File: src/rtl/game_engine_pkg.sv
// Shared types and encodings for the counter game engine: FSM states,
// WHO status codes and the step-select encodings on `control`.
package game_pkg;

  typedef enum logic [1:0] {
    IDLE = 2'd0,
    PLAY = 2'd1,
    OVER = 2'd2
  } game_state_t;

  localparam logic [1:0] WHO_NONE   = 2'b00;
  localparam logic [1:0] WHO_LOSER  = 2'b01;
  localparam logic [1:0] WHO_WINNER = 2'b10;

  // control[1] set means a downward step, which is what the lose check keys on
  localparam logic [1:0] CTRL_INC1 = 2'b00;
  localparam logic [1:0] CTRL_INC2 = 2'b01;
  localparam logic [1:0] CTRL_DEC1 = 2'b10;
  localparam logic [1:0] CTRL_DEC2 = 2'b11;

endpackage

File: src/rtl/game_step_counter.sv
// Step counter for the game: synchronous load, +/-1 or +/-2 step with silent
// modulo-2^SIZE wrap, and a hold that freezes the count outside of play.
module game_step_counter
  import game_pkg::*;
#(
  parameter int SIZE = 4
) (
  input  logic            clk_i,
  input  logic            rst_ni,
  input  logic            hold_i,
  input  logic            load_i,
  input  logic [SIZE-1:0] load_val_i,
  input  logic [1:0]      control_i,
  output logic [SIZE-1:0] count_o
);

  localparam logic [SIZE-1:0] ONE = SIZE'(1);
  localparam logic [SIZE-1:0] TWO = SIZE'(2);

  logic [SIZE-1:0] count_q, count_d, stepped;

  always_comb begin
    stepped = count_q + ONE;
    case (control_i)
      CTRL_INC2: stepped = count_q + TWO;
      CTRL_DEC1: stepped = count_q - ONE;
      CTRL_DEC2: stepped = count_q - TWO;
      default:   stepped = count_q + ONE;
    endcase
  end

  // A load wins over hold so the start action can preload the count from IDLE/OVER
  always_comb begin
    count_d = count_q;
    if (load_i) begin
      count_d = load_val_i;
    end else if (!hold_i) begin
      count_d = stepped;
    end
  end

  always_ff @(posedge clk_i or negedge rst_ni) begin
    if (!rst_ni) begin
      count_q <= '0;
    end else begin
      count_q <= count_d;
    end
  end

  assign count_o = count_q;

endmodule

File: src/rtl/game_engine.sv
// Counter game engine: IDLE/PLAY/OVER FSM, win/lose event detection, score
// counters against a latched target, and start/ack or auto-restart handshake.
module game_engine
  import game_pkg::*;
#(
  parameter int SIZE         = 4,
  parameter int SCORE_W      = 4,
  parameter int AUTO_RESTART = 0
) (
  input  logic               clk,
  input  logic               reset,
  input  logic               start,
  input  logic               ack,
  input  logic               INIT_c,
  input  logic [SIZE-1:0]    INIT_l,
  input  logic [1:0]         control,
  input  logic [SCORE_W-1:0] target,
  output logic [SIZE-1:0]    count,
  output logic               WINNER,
  output logic               LOSER,
  output logic [SCORE_W-1:0] w_count,
  output logic [SCORE_W-1:0] l_count,
  output logic               GAMEOVER,
  output logic [1:0]         WHO,
  output logic [1:0]         state
);

  localparam logic [SCORE_W-1:0] SCORE_ONE = SCORE_W'(1);
  localparam logic               AUTO      = (AUTO_RESTART != 0);

  game_state_t        state_q, state_d;
  logic [SCORE_W-1:0] w_count_q, w_count_d, l_count_q, l_count_d;
  logic [SCORE_W-1:0] target_q, target_d, w_inc, l_inc;
  logic               winner_q, winner_d, loser_q, loser_d;
  logic               gameover_q, gameover_d;
  logic [1:0]         who_q, who_d;
  logic               in_play, start_act, win_ev, lose_ev, win_final, lose_final;
  logic               cnt_load;
  logic [SIZE-1:0]    cnt_load_val;

  assign in_play   = (state_q == PLAY);
  assign start_act = ((state_q == IDLE) && start) || ((state_q == OVER) && AUTO);

  // Events look at the registered count; a pulse in flight blocks detection for a cycle
  assign win_ev     = in_play && (count == '1) && !control[1] && !winner_q && !loser_q;
  assign lose_ev    = in_play && (count == '0) && control[1] && !winner_q && !loser_q;
  assign w_inc      = w_count_q + SCORE_ONE;
  assign l_inc      = l_count_q + SCORE_ONE;
  assign win_final  = win_ev && (w_inc == target_q);
  assign lose_final = lose_ev && (l_inc == target_q);

  assign cnt_load     = start_act || (in_play && INIT_c);
  assign cnt_load_val = INIT_c ? INIT_l : '0;

  game_step_counter #(.SIZE(SIZE)) u_counter (
    .clk_i      (clk),
    .rst_ni     (reset),
    .hold_i     (!in_play),
    .load_i     (cnt_load),
    .load_val_i (cnt_load_val),
    .control_i  (control),
    .count_o    (count)
  );

  always_ff @(posedge clk or negedge reset) begin
    if (!reset) begin
      state_q <= IDLE;
    end else begin
      state_q <= state_d;
    end
  end

  always_comb begin
    state_d = state_q;
    case (state_q)
      IDLE:    if (start) state_d = PLAY;
      PLAY:    if (win_final || lose_final) state_d = OVER;
      OVER:    if (AUTO) state_d = PLAY;
               else if (ack) state_d = IDLE;
      default: state_d = IDLE;
    endcase
  end

  always_comb begin
    winner_d   = 1'b0;
    loser_d    = 1'b0;
    w_count_d  = w_count_q;
    l_count_d  = l_count_q;
    target_d   = target_q;
    gameover_d = gameover_q;
    who_d      = who_q;
    if (start_act) begin
      w_count_d  = '0;
      l_count_d  = '0;
      target_d   = (target == '0) ? SCORE_ONE : target;
      gameover_d = 1'b0;
      who_d      = WHO_NONE;
    end else if (win_ev) begin
      winner_d  = 1'b1;
      w_count_d = w_inc;
      if (win_final) begin
        gameover_d = 1'b1;
        who_d      = WHO_WINNER;
      end
    end else if (lose_ev) begin
      loser_d   = 1'b1;
      l_count_d = l_inc;
      if (lose_final) begin
        gameover_d = 1'b1;
        who_d      = WHO_LOSER;
      end
    end else if ((state_q == OVER) && ack) begin
      gameover_d = 1'b0;
      who_d      = WHO_NONE;
    end
  end

  always_ff @(posedge clk or negedge reset) begin
    if (!reset) begin
      winner_q   <= 1'b0;
      loser_q    <= 1'b0;
      w_count_q  <= '0;
      l_count_q  <= '0;
      target_q   <= SCORE_ONE;
      gameover_q <= 1'b0;
      who_q      <= WHO_NONE;
    end else begin
      winner_q   <= winner_d;
      loser_q    <= loser_d;
      w_count_q  <= w_count_d;
      l_count_q  <= l_count_d;
      target_q   <= target_d;
      gameover_q <= gameover_d;
      who_q      <= who_d;
    end
  end

  assign WINNER   = winner_q;
  assign LOSER    = loser_q;
  assign w_count  = w_count_q;
  assign l_count  = l_count_q;
  assign GAMEOVER = gameover_q;
  assign WHO      = who_q;
  assign state    = state_q;

endmodule

File: config.mk
export PLATFORM = sky130hd
export DESIGN_NAME = game_engine
export DESIGN_NICKNAME = d
export VERILOG_FILES = /design/src/rtl/game_engine_pkg.sv /design/src/rtl/game_step_counter.sv /design/src/rtl/game_engine.sv
export SDC_FILE = /design/constraint.sdc
export NUM_CORES = 1
export LEC_CHECK = 0
export ABC_AREA = 0
export CORE_MARGIN = 1.5
export CORE_UTILIZATION = 35
export CTS_CLUSTER_SIZE = 25
export DETAILED_ROUTE_END_ITERATION = 8
export PLACE_DENSITY = 0.69
export SYNTH_ARGS = -nofsm -noshare
export SYNTH_HDL_FRONTEND = slang
export SYNTH_SLANG_ARGS = --single-unit
File: constraint.sdc
create_clock -name clk -period 2.7 [get_ports clk]
set_input_delay 0.54 -clock clk [delete_from_list [all_inputs] [get_ports clk]]
set_output_delay 0.54 -clock clk [all_outputs]
set_load 0.01 [all_outputs]
# After elaboration in Yosys (flattened, before gate mapping)
# Index checks and enable logic that the tools add are counted.
op_classes:
  n_addsub: 6
  eq_ne: 14
  mux: 31
  reduce_logical: 28
op_table:
  columns: ["cell", "count"]
  rows:
  - ["$mux W4", 9]
  - ["$mux W2", 9]
  - ["$logic_and A1 B1 Y1", 13]
  - ["$add A4 B1 Y4 const B", 3]
  - ["$pmux W4 S3", 1]
  - ["$mux W1", 11]
  - ["$eq A4 B4 Y1", 2]
  - ["$logic_not A4 Y1", 2]
  - ["$eq A2 B2 Y1 const B", 3]
  - ["$ne A2 B2 Y1 const B", 3]
  - ["$pmux W2 S3", 1]
  - ["$reduce_and A3 Y1", 2]
  - ["$reduce_bool A2 Y1", 3]
  - ["$add A4 B2 Y4 const B", 1]
  - ["$eq A2 B1 Y1 const B", 2]
  - ["$eq A4 B4 Y1 const B", 1]
  - ["$ne A4 B3 Y1 const B", 1]
  - ["$reduce_bool A4 Y1", 1]
  - ["$sub A4 B1 Y4 const B", 1]
  - ["$sub A4 B2 Y4 const B", 1]
  - ["$logic_not A1 Y1", 3]
  - ["$ne A3 B2 Y1 const B", 1]
  - ["$logic_not A2 Y1", 1]
  - ["$logic_or A1 B1 Y1", 2]
  - ["2 further kinds", 2]
word_totals:
  ff_bits: 23
  inputBits: 15
  word_cells: 88

# Longest topological paths before layout
# Gate-level depths: netlist of run 1.
depth:
  depth_word: 10
  ltp_mapped: 9
  ltp_nobuf: 8

# Hierarchy
# Synthesis of run 1 repeated with hierarchy kept, for this count alone.
hier_totals:
  cells_unflattened: 157
  area_unflattened_um2: 1417.6
by_module_without_submodules:
  columns: ["module", "instances", "cells_each", "area_each_um2", "seq_area_each_um2"]
  rows:
  - ["game_engine", 1, 116, 1061.0, 476.7]
  - ["game_step_counter", 1, 41, 356.6, 100.1]

# Least setup slack after synthesis of run 1
# OpenSTA, ideal clock, no wires.
synth_timing:
  path_type: "input to register"
  start: "in control[0]"
  end: "reg u_counter.count_q[3], in the netlist u_counter.count_o[3]"
  setup_ns: 0.083
  arrival_ns: 1.937
  t_required_ns: 2.617
  slack_ns: 0.680
  path_stages: 9
  n_path_buf: 1
  path_cell_list: "clkbuf_1 > nand2b_1 > inv_1 > ha_1 > a21o_1 > a211oi_1 > a21oi_1 > xnor2_1 > o21ai_0"
synth_via:
  elab_chain_len: 4
synth_lines:
  columns: ["element", "line_no", "source"]
  rows:
  - ["from (decl)", "game_engine.sv:16", "input logic [1:0] control,"]
  - ["$eq A2 B2 Y1 or $eq A2 B1 Y1 (tied branches)", "game_step_counter.sv:24", "case (control_i)"]
  - ["$pmux W4 S3 (*)", "game_step_counter.sv:24", null]
  - ["$mux W4 (*)", "game_step_counter.sv:37", "end else if (!hold_i) begin"]
  - ["$mux W4 (*)", "game_step_counter.sv:35", "if (load_i) begin"]
  - ["to (signal assigned)", "game_step_counter.sv:46", "count_q <= count_d;"]
  - ["to (decl)", "game_step_counter.sv:20", "logic [SIZE-1:0] count_q, count_d, stepped;"]
# Mark *: on every way between the ends. The rest lies on a longest branch, timed or not. The select of a mux whose other input is x is not followed.
# A chain may end at the register's enable or synchronous reset.

# Final worst setup path of run 1
layout_timing:
  start: "in control[1]"
  end: "reg u_counter.count_q[3], in the netlist u_counter.count_o[3]"
# Same word-level chain as after synthesis.

==> summary.json, run 1 <==
{
  "drt": {
    "drt_first_pass_iters": 4,
    "detail_route.wirelength_um": 3156,
    "routed_wire_length_per_instance_um": 13.43,
    "final_ant_viol_nets": 0,
    "drc_errors": 0,
    "post_drt_via_cell_ratio": 5.166,
    "drtIter0Drc": 40,
    "vias": 1214
  },
  "worst_setup_path": {
    "r2r_setup_slack_ns": 0.82,
    "worst-path-max-fanout": 5,
    "r2r_start": "l_count[0]",
    "critical_path.reg2reg.endpoint": "GAMEOVER",
    "crit_required_ns": 2.89,
    "end_kind": "register",
    "criticalPathCategory": "primary input to register",
    "arrival_ns": 2.31,
    "reg2reg_depth": 7,
    "worst_setup_path_start_kind": "primary input"
  },
  "grt": {
    "maximum_number_of_pins_on_one_net_before_global_route_repair": 24,
    "grt_pass1_vias": 1200,
    "sum_of_overflow_across_all_layers_after_global_routing": 0,
    "grt_antenna_before_repair": 0,
    "wire_length_of_the_first_global_routing_pass_um": 5333,
    "globalRouteTotalUtil_pct": 15.97
  },
  "place": {
    "finalWeightedCongestion": 0.8656,
    "io_buffers": 33,
    "dp_slack_ns": 0.3153,
    "placement.cell_area_sq_mm": 0.001759,
    "post-dp-hpwl_um": 2382,
    "placed_cells": 231
  },
  "yosys": {
    "synth_top_flop_cell": "dfrtp_1",
    "sequential_fraction_of_the_synthesis_area_pct": 42.22,
    "ys_seq_elements": 23,
    "yosys.cell_types.count": 37,
    "async_set_or_reset_register_ratio_after_synthesis_pct": 100.0,
    "syn_inst": 151,
    "yosys_warnings": 0,
    "synth_enable_flop_cells": 0,
    "post_synth_instance_area_sq_mm": 0.001366,
    "synthesis.area_per_instance_sq_um": 9.048,
    "number_of_nets_in_the_synthesized_netlist": 172
  },
  "die": {
    "pin_count": 34,
    "core-area_sq_mm": 0.003716,
    "fp-row-count": 22,
    "design.die.area_sq_mm": 0.004288,
    "die-width_um": 65.48,
    "vert_die_dim_um": 65.48,
    "effective_utilization_at_floorplan_pct": 36.77
  },
  "clock_tree": {
    "clk-insertion-delay-late_ns": 0.26,
    "cts_setup_buffers": 0,
    "cts_tree": "built",
    "cts.path.max_buffers": 2,
    "cts.reportedPaths.clkPinSlew_ns": 0.08,
    "clk_root_buffer_cell": "clkbuf_8",
    "numCtsBuffers": 3,
    "resized_cells_post_cts": 0,
    "cts_hold_buf": 0,
    "clock-sinks": 23,
    "htree_num_levels": 1
  },
  "power": {
    "p_sw_share_pct": 39.98,
    "power_report.internal_total_uw": 975.4,
    "power_mw": 1.625,
    "max-vdd-ir-drop_mv": 0.3348,
    "p_leak_nw": 0.8199,
    "comb_power_share_pct": 49.6,
    "power_density_mw_per_mm2": 900.8,
    "p_clk_share_pct": 13.4,
    "total_switching_power_uw": 649.8,
    "p_seq_share_pct": 37.1
  },
  "min_path": {
    "hp-class": "register to register",
    "start_point_of_the_worst_hold_path": "target_q[0]",
    "hold_path_depth": 2,
    "holdPathEnd": "target_q[0]"
  },
  "sta": {
    "max_slew_margin_pct": 59.71,
    "timing.final.crit_share_pct": 78.69,
    "final_critical_delay_including_setup_and_external_delays_ns": 2.125,
    "final.setup.tns_ns": 0,
    "finalSetupViolCount": 0,
    "clock-skew-final_ns": 0.004336,
    "final-hold-violation-count": 0,
    "layout_setup_ws_ns": 0.5755,
    "tightestPinTransition_ns": 0.6021,
    "max_freq_mhz": 470.7,
    "rsz0062_at_grt": "false",
    "slew_violations": 0
  },
  "cells_and_area": {
    "syn2layout_area_growth_pct": 32.05,
    "nets": 209,
    "share_of_layout_cells_above_drive_strength_1_pct": 6.417,
    "layoutNonFillerInstCount": 235,
    "insertedDiodeCount": 0,
    "finish.instance_area_sq_mm": 0.001804
  },
  "status": {
    "run_status": "completed"
  },
  "flow_run": {
    "cap_violations": 0
  }
}
[power by group through the flow]
stage | Clock (mW) | Combinational, mW | Sequential (mW)
after CTS | 0.216 | 0.810 | 0.602
after detailed placement | 0 | 0.806 | 0.606
after floorplan | 0 | 0.495 | 0.609
after global routing | 0.231 | 0.909 | 0.621
after global placement | 0 | 0.779 | 0.602
final | 0.217 | 0.805 | 0.603
[registers in the layout, summed over array words and instances, names as in the netlist, 2 cells and up]
| signal | count |
|---|---|
| WHO | 2 |
| l_count | 4 |
| state | 2 |
| target_q | 4 |
| u_counter.count_o | 4 |
| w_count | 4 |
[layer usage]
layer	vias up	share of wire, %	track usage, %	wire length [um]
met4	0	0.89	4.688	28
met2	25	47	25.77	1484
li1	591	-	-	-
met1	594	50	22.81	1573
met5	-	0	0	0
met3	4	2.2	1.541	70
[through the flow]
stage,utilization (%),hold WS [ns]
2_1_floorplan,-,0.2444
3_3_place_gp,47.34,0.4783
3_5_place_dp,47.34,0.4799
4_1_cts,48.55,0.4927
5_1_grt,48.55,0.5264
6_report,48.55,0.4913
[critical path: stages]
cell and delay, ns:
clkdlybuf4s50_1 0.57, nand2b_1 0.12, inv_1 0.10, ha_1 0.23, a21o_1 0.15, a211oi_1 0.23
a21oi_1 0.08, xnor2_1 0.12, o21ai_0 0.16
[placed cells by master (no fill, tap or decap), drive strengths merged, types with 2 or more instances in the layout]
master and count:
clkdlybuf4s50 33, nand2 29, dfrtp 22, o21ai 17
nor2 9, xor2 9, inv 7, nand3 7
xnor2 7, nand2b 4, a21oi 4, ha 4
clkbuf 4, nand4 2, mux2i 2, a22oi 2
or2 2, a21o 2, a31oi 2, fa 2
buf 2, nor3 2
[worst max-delay path by stage]
stage | startpoint | to | slack, ns | cells past startpoint
floorplan | control[0] | u_counter.count_o[3] | 0.68 | 9
global placement | control[1] | u_counter.count_o[3] | 0.42 | 9
detailed placement | control[1] | u_counter.count_o[3] | 0.32 | 9
CTS | control[1] | u_counter.count_o[3] | 0.59 | 9
global route | control[1] | u_counter.count_o[3] | 0.38 | 9
finish | control[1] | u_counter.count_o[3] | 0.58 | 9
[layout make-up]
cell class / count / area (sq um)
clock buffer: 4 / 45.04
fill: 361 / 1912
multi-input combinational: 118 / 750.7
sequential: 23 / 576.8
inverter: 7 / 26.28
timing repair buffer: 35 / 345.3
tap: 48 / 60.06
[cell families (layout without fill, tap and decap cells)]
kind of cell	Yosys count	after routing	share of synthesized area (%)
AOI/OAI and AO/OA	35	35	15.84
DFF	23	23	42.22
muxes	2	2	1.465
buffers and inverters	10	46	2.839
and+or+nand+nor	59	59	20.79
xor gates and xnor gates	16	16	10.26
adders and majority gates	6	6	6.594
[Yosys cell counts, types with 4 or more instances]
cell type | number | area, sq um
nand2_1 | 28 | 105.1
dfrtp_1 | 22 | 550.5
o21ai_0 | 16 | 80.08
ha_1 | 4 | 50.05
xnor2_1 | 7 | 61.31
nand2b_1 | 4 | 25.02
a21oi_1 | 4 | 20.02
xor2_1 | 9 | 78.83
nand3_1 | 7 | 35.03
inv_1 | 7 | 26.28
nor2_1 | 9 | 33.78
Power figures use the tool's default switching activity.
==> run 2: changes to the inputs <==
==> constraint.sdc (replaced) <==
create_clock -name clk -period 2.15 [get_ports clk]
set_input_delay 0.43 -clock clk [delete_from_list [all_inputs] [get_ports clk]]
set_output_delay 0.43 -clock clk [all_outputs]
set_load 0.01 [all_outputs]
==> summary.json, run 2 (synthesized netlist as in run 1, its figures left out) <==
{
  "grt": {
    "maximum_number_of_pins_on_one_net_before_global_route_repair": {"value": 24, "change": "unchanged"},
    "wire_length_of_the_first_global_routing_pass": {"value": 5264, "unit": "um", "change": "was 5333 um"},
    "sum_of_overflow_across_all_layers_after_global_routing": {"value": 0, "change": "unchanged"},
    "grt_pass1_vias": {"value": 1223, "change": "was 1200"},
    "grt_antenna_before_repair": {"value": 0, "change": "unchanged"},
    "globalRouteTotalUtil": {"value": 16.20, "unit": "%", "change": "was 15.97%"}
  },
  "cells_and_area": {
    "nets": {"value": 217, "change": "was 209"},
    "final_core_utilization": {"value": 50.20, "unit": "%", "change": "was 48.55%"},
    "layoutNonFillerInstCount": {"value": 243, "change": "was 235"},
    "sequential_cell_area": {"value": 576.8, "unit": "sq um", "change": "unchanged"},
    "insertedDiodeCount": {"value": 0, "change": "unchanged"},
    "share_of_layout_cells_above_drive_strength_1": {"value": 10.77, "unit": "%", "change": "was 6.417%"},
    "num-fill-cells": {"value": 349, "change": "was 361"},
    "syn2layout_area_growth": {"value": 36.54, "unit": "%", "change": "was 32.05%"},
    "final_common_cell": {"value": "clkdlybuf4s50_1", "change": "unchanged"},
    "most-common-layout-cells": {"value": "clkdlybuf4s50_1 (33), nand2_1 (28), dfrtp_1 (22)", "change": "unchanged"},
    "multiInputGateArea": {"value": 750.7, "unit": "sq um", "change": "unchanged"}
  },
  "clock_tree": {
    "clk-insertion-delay-late": {"value": 0.27, "unit": "ns", "change": "was 0.26 ns"},
    "cts_tree": {"value": "built", "change": "unchanged"},
    "clk_root_buffer_cell": {"value": "clkbuf_8", "change": "unchanged"},
    "clock-sinks": {"value": 23, "change": "unchanged"},
    "cts.reportedPaths.clkPinSlew": {"value": 0.08, "unit": "ns", "change": "about the same"},
    "numCtsBuffers": {"value": 3, "change": "unchanged"},
    "cts_setup_buffers": {"value": 0, "change": "unchanged"},
    "cts_hold_buf": {"value": 0, "change": "unchanged"},
    "cts.path.max_buffers": {"value": 2, "change": "unchanged"},
    "htree_num_levels": {"value": 1, "change": "unchanged"},
    "resized_cells_post_cts": {"value": 0, "change": "unchanged"}
  },
  "status": {
    "run_status": {"value": "completed", "change": "unchanged"}
  },
  "place": {
    "post-dp-hpwl": {"value": 2449, "unit": "um", "change": "was 2382 um"},
    "io_buffers": {"value": 33, "change": "unchanged"},
    "finalWeightedCongestion": {"value": 0.8799, "change": "was 0.8656"},
    "placed_cells": {"value": 239, "change": "was 231"}
  },
  "power": {
    "p_sw_share": {"value": 39.30, "unit": "%", "change": "was 39.98%"},
    "max-vdd-ir-drop": {"value": 0.3433, "unit": "mV", "change": "was 0.3348 mV"},
    "p_leak": {"value": 0.8612, "unit": "nW", "change": "was 0.8199 nW"},
    "p_clk_share": {"value": 12.9, "unit": "%", "change": "was 13.4%"},
    "comb_power_share": {"value": 51.2, "unit": "%", "change": "was 49.6%"},
    "p_seq_share": {"value": 35.9, "unit": "%", "change": "was 37.1%"},
    "power_density": {"value": 1125, "unit": "mW/mm^2", "change": "was 900.8 mW/mm^2"},
    "power_report.internal_total": {"value": 1.274, "unit": "mW", "change": "was 975.4 uW"},
    "total_switching_power": {"value": 824.4, "unit": "uW", "change": "was 649.8 uW"}
  },
  "die": {
    "fp-row-count": {"value": 22, "change": "unchanged"},
    "effective_utilization_at_floorplan": {"value": 36.77, "unit": "%", "change": "unchanged"},
    "die-width": {"value": 65.48, "unit": "um", "change": "unchanged"},
    "vert_die_dim": {"value": 65.48, "unit": "um", "change": "unchanged"},
    "pin_count": {"value": 34, "change": "unchanged"},
    "design.die.area": {"value": 0.004288, "unit": "sq mm", "change": "unchanged"},
    "core-area": {"value": 0.003716, "unit": "sq mm", "change": "unchanged"}
  },
  "drt": {
    "vias": {"value": 1254, "change": "was 1214"},
    "routed_wire_length_per_instance": {"value": 13.01, "unit": "um", "change": "was 13.43 um"},
    "detail_route.wirelength": {"value": 3162, "unit": "um", "change": "was 3156 um"},
    "drc_errors": {"value": 0, "change": "unchanged"},
    "final_ant_viol_nets": {"value": 0, "change": "unchanged"},
    "drt_first_pass_iters": {"value": 4, "change": "unchanged"},
    "drtIter0Drc": {"value": 47, "change": "was 40"},
    "post_drt_via_cell_ratio": {"value": 5.160, "change": "was 5.166"}
  },
  "sta": {
    "final-hold-violation-count": {"value": 0, "change": "unchanged"},
    "final.setup.tns": {"value": 0, "unit": "ns", "change": "unchanged"},
    "rsz0062_at_grt": {"value": "false", "change": "unchanged"},
    "finalSetupViolCount": {"value": 0, "change": "unchanged"},
    "final_critical_delay_including_setup_and_external_delays_ns": 1.893,
    "slew_violations": {"value": 0, "change": "unchanged"},
    "max_slew_margin": {"value": 80.52, "unit": "%", "change": "was 59.71%"},
    "max_freq_mhz": 528.2,
    "clock-skew-final": {"value": 0.003080, "unit": "ns", "change": "was 0.004336 ns"},
    "timing.final.crit_share_pct": 88.05,
    "timing.hold.ws": {"value": 0.4785, "unit": "ns", "change": "was 0.4913 ns"},
    "tightestPinTransition": {"value": 0.2922, "unit": "ns", "change": "was 0.6021 ns"}
  },
  "worst_setup_path": {
    "arrival": {"value": 2.04, "unit": "ns", "change": "was 2.31 ns"},
    "worst-path-max-fanout": {"value": 2, "change": "was 5"},
    "crit_required": {"value": 2.30, "unit": "ns", "change": "was 2.89 ns"},
    "end_kind": {"value": "register", "change": "unchanged"},
    "criticalPathCategory": {"value": "primary input to register", "change": "unchanged"},
    "worst_setup_path_start_kind": {"value": "primary input", "change": "unchanged"}
  },
  "min_path": {
    "hp-class": {"value": "register to register", "change": "unchanged"}
  },
  "flow_run": {
    "cap_violations": {"value": 0, "change": "unchanged"}
  }
}
[run 2: changes by cell type in the layout (fill, tap and decap cells not counted)]
cell / previous run / this run
clkinv_2: 0 / 1
clkbuf_1: 1 / 0
buf_4: 2 / 10
[run 2: path summary, 6_finish.rpt]
kind | start | to | slack, ns | cells after the start
max | control[0] | u_counter.count_o[3] | 0.26 | 9
min | target_q[0] | target_q[0] | 0.48 | 2
max reg2reg | l_count[0] | GAMEOVER | 0.29 | 7
min in group asynchronous | reset | state[1] | 0.52 | 2
max in group asynchronous | reset | target_q[0] | 1.35 | 2
min reg2reg | target_q[0] | target_q[0] | 0.48 | 2
[run 2: layout make-up]
type / instances / area share, %
multi-input cells: 118 / 40.24
flip-flops and latches: 23 / 30.92
repair buffers: 43 / 21.73
well taps: 48 / 3.219
clock buffers: 3 / 2.213
inverters: 7 / 1.408
clock inverters: 1 / 0.2683
[run 2: through the flow]
stage | setup WS, ns | total power, mW | cell area [sq um]
floorplan | 0.2401 | 1.387 | 1366
global placement | 0.02279 | 1.793 | 1819
detailed placement | -0.01531 | 1.838 | 1819
CTS | 0.2677 | 2.115 | 1866
global route | 0.1212 | 2.263 | 1866
finish | 0.2568 | 2.098 | 1866
[run 2: power groups by stage]
stage,clock [mW],sequential (mW),combinational (mW)
finish,0.270,0.753,1.07
global route,0.290,0.775,1.20
CTS,0.278,0.753,1.08
detailed placement,0,0.758,1.08
global placement,0,0.757,1.04
floorplan,0,0.765,0.622
[run 2: critical path: stages]
cell and delay [ns]:
clkdlybuf4s50_1 0.47, nand2b_1 0.12, inv_1 0.06, ha_1 0.26
a21o_1 0.15, a211oi_1 0.23, a21oi_1 0.08, xnor2_1 0.14
o21ai_0 0.09
[run 2: metal layers]
metal / vias up / wire (um) / GRT usage, %
met5: - / 0 / 0
met4: 0 / 47 / 8.333
met3: 4 / 109 / 2.568
met2: 35 / 1575 / 26.66
li1: 606 / - / -
met1: 609 / 1429 / 20.55
==> run 3: changes to the inputs <==
--- a/config.mk
+++ b/config.mk
@@ -6,7 +6,6 @@
 export NUM_CORES = 1
 export LEC_CHECK = 0
 export ABC_AREA = 0
-export CORE_MARGIN = 1.5
 export CORE_UTILIZATION = 35
 export CTS_CLUSTER_SIZE = 25
 export DETAILED_ROUTE_END_ITERATION = 8
==> summary.json, run 3 (synthesized netlist as in run 1, its figures left out) <==
{
  "cells_and_area": {
    "most-common-layout-cells": {"value": "clkdlybuf4s50_1 (33), nand2_1 (28), dfrtp_1 (22)", "change": "unchanged"},
    "final_common_cell": {"value": "clkdlybuf4s50_1", "change": "unchanged"},
    "num-fill-cells": {"value": 345, "change": "was 349"},
    "insertedDiodeCount": {"value": 0, "change": "unchanged"},
    "final_core_utilization": {"value": 50.00, "unit": "%", "change": "was 50.20%"},
    "nets": {"value": 216, "change": "was 217"},
    "finish.instance_area": {"value": 0.001858, "unit": "sq mm", "change": "was 0.001866 sq mm"},
    "share_of_layout_cells_above_drive_strength_1": {"value": 10.31, "unit": "%", "change": "was 10.77%"},
    "syn2layout_area_growth": {"value": 35.99, "unit": "%", "change": "was 36.54%"},
    "layoutNonFillerInstCount": {"value": 242, "change": "was 243"}
  },
  "place": {
    "finalWeightedCongestion": {"value": 0.8943, "change": "was 0.8799"},
    "dp_slack": {"value": -0.02175, "unit": "ns", "change": "was -0.01531 ns"},
    "placement.cell_area": {"value": 0.001812, "unit": "sq mm", "change": "was 0.001819 sq mm"},
    "post-dp-hpwl": {"value": 2337, "unit": "um", "change": "was 2449 um"},
    "placed_cells": {"value": 238, "change": "was 239"},
    "io_buffers": {"value": 33, "change": "unchanged"}
  },
  "power": {
    "max-vdd-ir-drop": {"value": 0.3860, "unit": "mV", "change": "was 0.3433 mV"},
    "power_density": {"value": 1113, "unit": "mW/mm^2", "change": "was 1125 mW/mm^2"},
    "p_leak": {"value": 0.8559, "unit": "nW", "change": "was 0.8612 nW"}
  },
  "grt": {
    "grt_pass1_vias": {"value": 1190, "change": "was 1223"},
    "sum_of_overflow_across_all_layers_after_global_routing": {"value": 0, "change": "unchanged"},
    "maximum_number_of_pins_on_one_net_before_global_route_repair": {"value": 24, "change": "unchanged"},
    "wire_length_of_the_first_global_routing_pass": {"value": 5147, "unit": "um", "change": "was 5264 um"},
    "grt_antenna_before_repair": {"value": 0, "change": "unchanged"},
    "globalRouteTotalUtil": {"value": 15.67, "unit": "%", "change": "was 16.20%"}
  },
  "sta": {
    "max_slew_margin": {"value": 74.73, "unit": "%", "change": "was 80.52%"},
    "slew_violations": {"value": 0, "change": "unchanged"},
    "final-hold-violation-count": {"value": 0, "change": "unchanged"},
    "clock-skew-final": {"value": 0.002941, "unit": "ns", "change": "was 0.003080 ns"},
    "final.setup.tns": {"value": 0, "unit": "ns", "change": "unchanged"},
    "rsz0062_at_grt": {"value": "false", "change": "unchanged"},
    "layout_setup_ws": {"value": 0.2525, "unit": "ns", "change": "was 0.2568 ns"},
    "tightestPinTransition": {"value": 0.3790, "unit": "ns", "change": "was 0.2922 ns"},
    "finalSetupViolCount": {"value": 0, "change": "unchanged"},
    "final_critical_delay_including_setup_and_external_delays": {"value": 1.898, "unit": "ns", "change": "was 1.893 ns"},
    "max_freq": {"value": 527.0, "unit": "MHz", "change": "was 528.2 MHz"},
    "timing.final.crit_share": {"value": 88.26, "unit": "%", "change": "was 88.05%"}
  },
  "worst_setup_path": {
    "crit_path_top_delay_cell": {"value": "clkdlybuf4s50_1", "change": "unchanged"},
    "critPathLaunch": {"value": "control[0]", "change": "unchanged"},
    "crit_required": {"value": 2.34, "unit": "ns", "change": "was 2.30 ns"},
    "criticalPathCategory": {"value": "primary input to register", "change": "unchanged"},
    "cp_num_buf_inv": {"value": 2, "change": "unchanged"},
    "cell_chain_of_the_critical_path": {"value": "clkdlybuf4s50_1 -> nand2b_1 -> inv_1 -> ha_1 -> a21o_1 -> a211oi_1 -> a21oi_1 -> xnor2_1 -> o21ai_0", "change": "unchanged"},
    "critPathTopFamily": {"value": "compound AO/OA/AOI/OAI gates", "change": "unchanged"},
    "worst-path-max-fanout": {"value": 2, "change": "unchanged"},
    "slowest_cell_delay_on_critical_path": {"value": 0.47, "unit": "ns", "change": "about the same"},
    "worst_setup_path_start_kind": {"value": "primary input", "change": "unchanged"},
    "arrival": {"value": 2.09, "unit": "ns", "change": "was 2.04 ns"},
    "end_kind": {"value": "register", "change": "unchanged"},
    "r2r_start": {"value": "l_count[0]", "change": "unchanged"}
  },
  "drt": {
    "post_drt_via_cell_ratio": {"value": 5.083, "change": "was 5.160"},
    "drt_first_pass_iters": {"value": 4, "change": "unchanged"},
    "drc_errors": {"value": 0, "change": "unchanged"},
    "vias": {"value": 1230, "change": "was 1254"},
    "detail_route.wirelength": {"value": 3049, "unit": "um", "change": "was 3162 um"},
    "drtIter0Drc": {"value": 50, "change": "was 47"},
    "final_ant_viol_nets": {"value": 0, "change": "unchanged"},
    "routed_wire_length_per_instance": {"value": 12.60, "unit": "um", "change": "was 13.01 um"}
  },
  "clock_tree": {
    "cts_setup_buffers": {"value": 0, "change": "unchanged"},
    "resized_cells_post_cts": {"value": 0, "change": "unchanged"},
    "clk-insertion-delay-late": {"value": 0.27, "unit": "ns", "change": "about the same"},
    "clk_root_buffer_cell": {"value": "clkbuf_8", "change": "unchanged"},
    "cts.reportedPaths.clkPinSlew": {"value": 0.08, "unit": "ns", "change": "about the same"},
    "cts.path.max_buffers": {"value": 2, "change": "unchanged"},
    "cts_hold_buf": {"value": 0, "change": "unchanged"},
    "numCtsBuffers": {"value": 3, "change": "unchanged"},
    "clock-sinks": {"value": 23, "change": "unchanged"},
    "cts_tree": {"value": "built", "change": "unchanged"},
    "htree_num_levels": {"value": 1, "change": "unchanged"}
  },
  "die": {
    "effective_utilization_at_floorplan": {"value": 36.77, "unit": "%", "change": "unchanged"},
    "design.die.area": {"value": 0.004158, "unit": "sq mm", "change": "was 0.004288 sq mm"},
    "pin_count": {"value": 34, "change": "unchanged"},
    "die-width": {"value": 64.48, "unit": "um", "change": "was 65.48 um"},
    "vert_die_dim": {"value": 64.48, "unit": "um", "change": "was 65.48 um"},
    "core-area": {"value": 0.003716, "unit": "sq mm", "change": "unchanged"},
    "fp-row-count": {"value": 22, "change": "unchanged"}
  },
  "flow_run": {
    "cap_violations": {"value": 0, "change": "unchanged"}
  },
  "status": {
    "run_status": {"value": "completed", "change": "unchanged"}
  },
  "min_path": {
    "start_point_of_the_worst_hold_path": {"value": "target_q[0]", "change": "unchanged"},
    "hp-class": {"value": "register to register", "change": "unchanged"}
  }
}
-- run 3: cell types whose count changed in the layout (fill, tap and decap cells not counted), sizes merged --
cell | previous run | this run
buf | 10 | 9
-- run 3: through the flow --
stage	hold WS [ns]	total power, mW
after CTS	0.4940	2.086
after detailed placement	0.4814	1.804
after global placement	0.4763	1.777
after global routing	0.5125	2.236
final	0.4913	2.067
after floorplan	0.1344	1.387
-- run 3: worst paths after layout --
kind	end	slack, ns	depth (start not counted)
setup / recovery	u_counter.count_o[3]	0.25	9
hold reg to reg	target_q[0]	0.49	2
max in group asynchronous	target_q[0]	1.36	2
setup reg to reg	GAMEOVER	0.29	7
hold / removal	target_q[0]	0.49	2
min in group asynchronous	target_q[3]	0.52	2
-- run 3: final cells by class --
| type | count | area (sq um) | area share (%) |
|---|---|---|---|
| clock buffers | 3 | 41.29 | 2.222 |
| multi-input cells | 118 | 750.7 | 40.40 |
| repair buffers | 42 | 397.9 | 21.41 |
| flip-flops and latches | 23 | 576.8 | 31.04 |
| clock inverters | 1 | 5.005 | 0.2694 |
| inverters | 7 | 26.28 | 1.414 |
| well taps | 48 | 60.06 | 3.232 |
-- run 3: metal layers --
layer	track usage, %	wire length (um)	vias up
met4	5.000	27	0
met3	1.585	82	3
li1	-	-	605
met2	26.05	1462	28
met1	21.36	1476	594
met5	0	0	-
-- run 3: report_power, final --
group / internal (mW) / switching, mW / total [mW]
registers: 0.574 / 0.183 / 0.757
clock network: 0.130 / 0.143 / 0.273
logic: 0.554 / 0.483 / 1.04
total: 1.26 / 0.809 / 2.07
-- run 3: worst reg2reg max path: cells and delay by family, from the launching register on --
kind | cells | cell delay, ns
AOI/OAI and AO/OA | 3 | 0.51
DFF | 1 | 0.46
and+or+nand+nor | 2 | 0.32
adders and majority gates | 1 | 0.27
xor gates and xnor gates | 1 | 0.19
